**src/rtl/serial_frame_tx.sv**
```systemverilog
// Parallel-in, serial-out frame transmitter: start bit (1), WIDTH data bits, stop bit (0).
// Latency: start bit on sout the cycle after an accepted load; frame lasts WIDTH+2 cycles.
// Backpressure: load_ready high only in IDLE and STOP (never in reset), so frames can run back to back.
module serial_frame_tx #(
    parameter int WIDTH     = 4,
    parameter bit MSB_FIRST = 1'b1
) (
    input  logic             c,
    input  logic             r,
    input  logic [WIDTH-1:0] data_in,
    input  logic             load_valid,
    output logic             load_ready,
    output logic             sout,
    output logic             busy,
    output logic             done
);

    localparam int CW = (WIDTH > 1) ? $clog2(WIDTH) : 1;
    localparam logic [CW-1:0] LAST_BIT = CW'(WIDTH - 1);

    typedef enum logic [1:0] {
        IDLE  = 2'd0,
        START = 2'd1,
        DATA  = 2'd2,
        STOP  = 2'd3
    } state_t;

    state_t           state_q, state_d;
    logic [CW-1:0]    cnt_q, cnt_d;
    logic [WIDTH-1:0] word_q, word_d;
    logic             sout_q, sout_d;
    logic             busy_q, busy_d;
    logic             done_q, done_d;

    logic             accept;
    logic             head_bit;
    logic [WIDTH-1:0] word_shifted;

    // Ready depends only on state and reset so upstream sees no combinational path from load_valid.
    assign load_ready = ~r & ((state_q == IDLE) | (state_q == STOP));
    assign accept     = load_valid & load_ready;

    // The bit to send next always sits at the head of the word register; shifting moves the following bit up.
    assign head_bit     = MSB_FIRST ? word_q[WIDTH-1] : word_q[0];
    assign word_shifted = MSB_FIRST ? {word_q[WIDTH-2:0], 1'b0} : {1'b0, word_q[WIDTH-1:1]};

    // Next-state logic; sout/busy/done are computed for the state being entered so they can be registered.
    always_comb begin
        state_d = state_q;
        cnt_d   = cnt_q;
        word_d  = word_q;
        sout_d  = 1'b0;
        busy_d  = 1'b0;
        done_d  = 1'b0;
        unique case (state_q)
            IDLE: begin
                if (accept) begin
                    state_d = START;
                    word_d  = data_in;
                    sout_d  = 1'b1;
                    busy_d  = 1'b1;
                end
            end
            START: begin
                state_d = DATA;
                cnt_d   = '0;
                sout_d  = head_bit;
                word_d  = word_shifted;
                busy_d  = 1'b1;
            end
            DATA: begin
                busy_d = 1'b1;
                if (cnt_q == LAST_BIT) begin
                    state_d = STOP;
                    cnt_d   = '0;
                    done_d  = 1'b1;
                end else begin
                    cnt_d  = cnt_q + 1'b1;
                    sout_d = head_bit;
                    word_d = word_shifted;
                end
            end
            STOP: begin
                if (accept) begin
                    // Back-to-back frame: the stop bit is followed directly by the next start bit.
                    state_d = START;
                    word_d  = data_in;
                    sout_d  = 1'b1;
                    busy_d  = 1'b1;
                end else begin
                    state_d = IDLE;
                    word_d  = '0;
                end
            end
            default: begin
                state_d = IDLE;
                cnt_d   = '0;
                word_d  = '0;
            end
        endcase
    end

    // State, counter, word and registered outputs; reset abandons any frame in flight.
    always_ff @(posedge c or posedge r) begin
        if (r) begin
            state_q <= IDLE;
            cnt_q   <= '0;
            word_q  <= '0;
            sout_q  <= 1'b0;
            busy_q  <= 1'b0;
            done_q  <= 1'b0;
        end else begin
            state_q <= state_d;
            cnt_q   <= cnt_d;
            word_q  <= word_d;
            sout_q  <= sout_d;
            busy_q  <= busy_d;
            done_q  <= done_d;
        end
    end

    assign sout = sout_q;
    assign busy = busy_q;
    assign done = done_q;

endmodule
```
**config.mk**
```make
export PLATFORM = sky130hd
export DESIGN_NAME = serial_frame_tx
export DESIGN_NICKNAME = d
export VERILOG_FILES = /design/src/rtl/serial_frame_tx.sv
export SDC_FILE = /design/constraint.sdc
export NUM_CORES = 1
export LEC_CHECK = 0
export CAP_MARGIN = 10
export CORE_AREA = 2 2 39 41
export DETAILED_ROUTE_END_ITERATION = 16
export DIE_AREA = 0 0 41 43
export GPL_ROUTABILITY_DRIVEN = 0
export HOLD_SLACK_MARGIN = 0.08
export MAX_ROUTING_LAYER = met4
export PLACE_DENSITY = 0.72
export SKIP_CTS_REPAIR_TIMING = 1
export SYNTH_ARGS = -nofsm -noshare
export SYNTH_HDL_FRONTEND = slang
export SYNTH_SLANG_ARGS = --single-unit
```
**constraint.sdc**
```tcl
create_clock -name c -period 3.5 [get_ports c]
set_clock_uncertainty 0.2 [all_clocks]
set_input_delay 0.525 -clock c [delete_from_list [all_inputs] [get_ports c]]
set_output_delay 0.525 -clock c [all_outputs]
set_load 0.1 [all_outputs]
```
==> impl_metrics.json, run 1 <==
{
  "finalCriticalPeriod_ns": 2.436,
  "antenna_found_initial": 0,
  "routed_wl_mm": 1.041,
  "boundaryPins": 11,
  "diodes": 0,
  "synth_fp_nets": 72,
  "leakage_uw": 0.0003416,
  "slew_viol_final": 0,
  "nets": 85,
  "viasPerCell": 5.352,
  "place_hpwl_um": 767.8,
  "grt_usage_pct": 15.96,
  "endpoint_kind": "output pin",
  "crit_path_top_delay_cell": "clkdlybuf4s50_1",
  "period_share_pct": 69.61,
  "core_area_sq_um": 1384,
  "cts_tree": "done",
  "path_buf_inv": 1,
  "htreeDepth": 1,
  "required_ns": 2.77,
  "powerDensity_nw_per_um2": 1024,
  "drt_first_pass_iters": 4,
  "drtIter0Drc": 12,
  "wl_per_cell_um": 11.83,
  "vias": 471,
  "path_cells": "clkdlybuf4s50_1",
  "drcViolationCount": 0,
  "avgSynthCellArea_sq_um": 10.26,
  "grt_max_degree": 12,
  "syn_to_final_growth_pct": 21.34,
  "grt_pass1_wl_mm": 1.780,
  "cts_buffers": 3,
  "die_height_um": 43,
  "hold_viol": 0,
  "clk_path_buf_depth": 2,
  "root_buffer": "clkbuf_4",
  "cp_max_fo": 1,
  "rows": 14,
  "die_area_sq_um": 1763,
  "max_cap_violations": 0,
  "drive_gt1_share_pct": 11.11,
  "maxSlewHeadroom_pct": 35.95,
  "synth-warning-count": 0,
  "clk_latency_ns": 0.27,
  "port_buffers": 10,
  "crit_family": "buffers and inverters",
  "outcome": "finished, final reports clean",
  "final-setup-viol-count": 0,
  "start_util_pct": 44.48,
  "synth_cells": 60,
  "grt_overflow": 0,
  "die_x_um": 41,
  "crit_arrival_ns": 1.71,
  "synth_seq_area_share_pct": 44.72,
  "clk_pin_slew_ns": 0.07,
  "drt.antenna.violating_nets": 0,
  "peakVddDrop_v": 0.0005178,
  "hold_path.class": "reg -> reg",
  "setup_tns_ns": 0,
  "syn_area_sq_um": 615.6,
  "ys_seq_elements": 11,
  "synthDistinctLibCells": 23,
  "path_class": "reg -> out",
  "p_total_uw": 765.1,
  "cts_sinks": 11,
  "worst_slew_pin_slew_ns": 0.9577,
  "critPathLaunchType": "flip-flop",
  "grt_pass1_vias": 412,
  "fmax_mhz": 410.4,
  "rsz0062_at_grt": "no",
  "cp_slowest_stage_delay_ns": 1.12
}
## placed cells by master, fill, tap and decap left out
master and count:
dfrtp_1 11, clkdlybuf4s50_1 9, o21ai_0 8, inv_1 6
a31oi_1 6, nand2_1 5, ha_1 5, clkbuf_4 3
nand2b_1 2, mux2i_1 2, and4bb_4 1, nor2b_1 1
or3b_4 1, a21oi_4 1, and2b_1 1, nor2_1 1
a21oi_2 1, mux2_1 1, nand3_1 1, o21ai_1 1
o21a_1 1, nor4_1 1, a211o_1 1, clkbuf_1 1
buf_4 1
## worst paths after layout
| kind | startpoint | endpoint | slack (ns) | cells past startpoint |
|---|---|---|---|---|
| setup / recovery | busy | busy | 1.06 | 1 |
| hold / removal | cnt_q[0] | cnt_q[0] | 0.29 | 1 |
| setup reg to reg | state_q[0] | state_q[1] | 1.29 | 5 |
| hold reg to reg | cnt_q[0] | cnt_q[0] | 0.29 | 1 |
| max in group asynchronous | r | done | 2.37 | 2 |
| min in group asynchronous | r | state_q[0] | 0.44 | 2 |
## final cells by class
cell class,instances,area (sq um)
Fill cell,126,636.9
Sequential cell,11,275.3
Timing Repair Buffer,10,97.59
Inverter,6,22.52
Tap cell,16,20.02
Multi-Input combinational cell,41,305.3
Clock buffer,4,26.28
## per-stage QoR
stage	worst slack (ns)	area (sq um)	hold slack (ns)	std cells	util (%)
detailed placement	1.253	720.7	0.2864	84	52.08
floorplan	0.5901	615.6	0.1774	60	-
CTS	1.052	747.0	0.2962	88	53.98
finish	1.064	747.0	0.2895	88	53.98
global route	1.008	747.0	0.3353	88	53.98
global placement	1.277	720.7	0.2686	84	52.08
## sequential cells by signal, indices dropped and copies added (netlist names)
| register | cells |
|---|---|
| busy | 1 |
| cnt_q | 2 |
| word_q | 4 |
| sout | 1 |
| state_q | 2 |
| done | 1 |
## per-layer routing
metal | wire length (um) | vias up | global-route usage [%] | share of wire (%)
met1 | 533 | 216 | 20.72 | 51
met5 | 0 | - | - | 0
met4 | 22 | 0 | 10.00 | 2.1
li1 | - | 234 | - | -
met2 | 433 | 16 | 20.00 | 42
met3 | 51 | 5 | 6.283 | 4.9
## kinds of logic after synthesis
logic type | count (synthesis) | share of synthesized area [%]
adder cells (fa/ha/maj) | 5 | 10.16
flip-flops | 11 | 44.71
AO/OA/AOI/OAI | 19 | 20.12
multiplexers | 3 | 5.081
buffers and inverters | 8 | 5.690
AND/OR/NAND/NOR | 14 | 14.23
## power breakdown
group / internal [uW] / total, uW / switching [uW]
registers: 182 / 213 / 31.5
logic: 161 / 464 / 302
clock network: 44.2 / 88.5 / 44.3
total: 387 / 765 / 378
## synth_stat cells (all sizes together)
cell	number	area, sq um
a211o	1	8.760
a21oi	2	25.03
a31oi	6	37.54
and2b	1	7.510
and4bb	1	16.27
buf	2	12.51
dfrtp	11	275.3
ha	5	62.56
inv	6	22.52
mux2	1	11.26
mux2i	2	20.02
nand2	5	18.77
nand2b	2	12.51
nand3	1	5.000
nor2	1	3.750
nor2b	1	6.260
nor4	1	6.260
o21a	1	7.510
o21ai	9	45.04
or3b	1	11.26
(Power assumes the default switching activity.)
==> run 2: changes to the inputs <==
Clock period 3.5 ns to 2.4 ns, I/O delays scaled along.
==> run 2 against run 1 <==
Effect of this change: power is 51% higher; largest cell class unchanged; via count is 1.1% higher; highest routed layer unchanged; clock-buffer cell count stayed put; register-to-register slack worse by 0.96 ns; non-clock buffer count is 1 higher; cell count is 1.1% higher.
==> impl_metrics.json, run 2 (same netlist as run 1, synthesis figures left out) <==
{
  "die_height_um": 43,
  "drt_first_pass_iters": 4,
  "boundaryPins": 11,
  "antenna_found_initial": 0,
  "cts_buffers": 3,
  "nets": 86,
  "grt_pass1_wl_mm": 2.001,
  "peakVddDrop_v": 0.001015,
  "rsz0062_at_grt": "no",
  "setup_tns_ns": 0,
  "grt_usage_pct": 17.71,
  "vias": 476,
  "finalCriticalPeriod_ns": 2.186,
  "drtIter0Drc": 8,
  "htreeDepth": 1,
  "leakage_uw": 0.0003543,
  "largest_register": "word_q",
  "diodes": 0,
  "fin_cells": 89,
  "routed_wl_mm": 1.077,
  "cp_max_fo": 10,
  "wl_per_cell_um": 12.10,
  "period_share_pct": 91.10,
  "slew_viol_final": 0,
  "required_ns": 1.84,
  "grt_max_degree": 12,
  "drive_gt1_share_pct": 17.81,
  "core_area_sq_um": 1384,
  "viasPerCell": 5.348,
  "multi_input_area_sq_um": 307.8,
  "critPathLaunchType": "flip-flop",
  "p_clk_share_pct": 11.2,
  "regArea_sq_um": 275.3,
  "outcome": "finished, final reports clean",
  "final-setup-viol-count": 0,
  "endpoint_kind": "output pin",
  "start_util_pct": 44.48,
  "worst_hold_slack_ns": 0.2864,
  "die_area_sq_um": 1763,
  "startpoint": "state_q[0]",
  "reg2reg_setup_slack_ns": 0.33,
  "combinationalPowerShare_pct": 62.0,
  "port_buffers": 10,
  "power.internal_uw": 597.5,
  "fmax_mhz": 457.4,
  "grt_overflow": 0,
  "cts_sinks": 11,
  "crit_arrival_ns": 1.63,
  "p_switching_uw": 559.7,
  "clk_latency_ns": 0.28,
  "largest_reg_flops": 4,
  "drt.antenna.violating_nets": 0,
  "worst_slew_pin_slew_ns": 0.4086,
  "final_common_cell": "dfrtp_1",
  "cts_tree": "done",
  "drcViolationCount": 0,
  "die_x_um": 41,
  "hold_path.class": "in -> async",
  "hold_viol": 0,
  "r2r-start": "state_q[0]",
  "largestRegisters": "word_q x4, cnt_q x2, state_q x2",
  "max_cap_violations": 0,
  "path_class": "reg -> out",
  "placed_cells": 85,
  "root_buffer": "clkbuf_4",
  "nFillCells": 122,
  "maxSlewHeadroom_pct": 72.73,
  "layout_common_cells": "dfrtp_1, o21ai_0, inv_1, a31oi_1, clkdlybuf4s50_1",
  "clk_path_buf_depth": 2,
  "swShare_pct": 48.37,
  "rows": 14,
  "syn_to_final_growth_pct": 23.78,
  "powerDensity_nw_per_um2": 1519,
  "power_frac_seq_pct": 26.7,
  "grt_pass1_vias": 466,
  "clk_pin_slew_ns": 0.07
}
run 2: changes by cell type in the layout (fill, tap and decap cells not counted), sizes merged:
| cell | previous run | this run |
|---|---|---|
| clkdlybuf4s50 | 9 | 6 |
| buf | 1 | 5 |
run 2: worst paths after layout:
path / depth (start not counted) / endpoint
max: 5 / load_ready
min reg2reg: 1 / cnt_q[0]
min: 2 / word_q[0]
max in group asynchronous: 2 / cnt_q[1]
max reg2reg: 5 / state_q[1]
min in group c: 1 / cnt_q[0]
run 2: stage by stage:
step / total power (uW) / util [%] / instance area [sq um] / worst slack [ns]
2_1_floorplan: 879.3 / - / 618.1 / 0.1164
3_3_place_gp: 1025 / 53.16 / 735.7 / 0.3337
3_5_place_dp: 1037 / 53.16 / 735.7 / 0.3016
4_1_cts: 1170 / 55.06 / 762.0 / 0.2011
5_1_grt: 1257 / 55.06 / 762.0 / 0.1276
6_report: 1157 / 55.06 / 762.0 / 0.2135
run 2: layer usage:
layer  track usage [%]  vias to the layer above  share of wire, %
li1                  -                      237                 -
met1             22.74                      222                48
met2             23.44                       12                44
met3             4.712                        5               4.5
met4             12.00                        0               3.4
met5                 -                        -                 0
run 2: worst max-delay path, cell delays in order, from the launching register on:
cell	delay [ns]
dfrtp_1	0.42
inv_1	0.10
ha_1	0.31
buf_4	0.17
nor2_2	0.16
buf_12	0.19
run 2: layout make-up:
class | count | share of cell area, %
timing repair buffer | 11 | 14.45
inverter | 6 | 2.956
tap | 16 | 2.627
clock buffer | 4 | 3.448
multi-input combinational | 41 | 40.39
sequential | 11 | 36.12
run 2: power by group through the flow:
stage          Sequential (uW)  Clock [uW]  Combinational (uW)
6_report                   309         130                 718
5_1_grt                    322         143                 792
4_1_cts                    311         135                 725
3_5_place_dp               314           0                 723
3_3_place_gp               312           0                 713
2_1_floorplan              423           0                 456
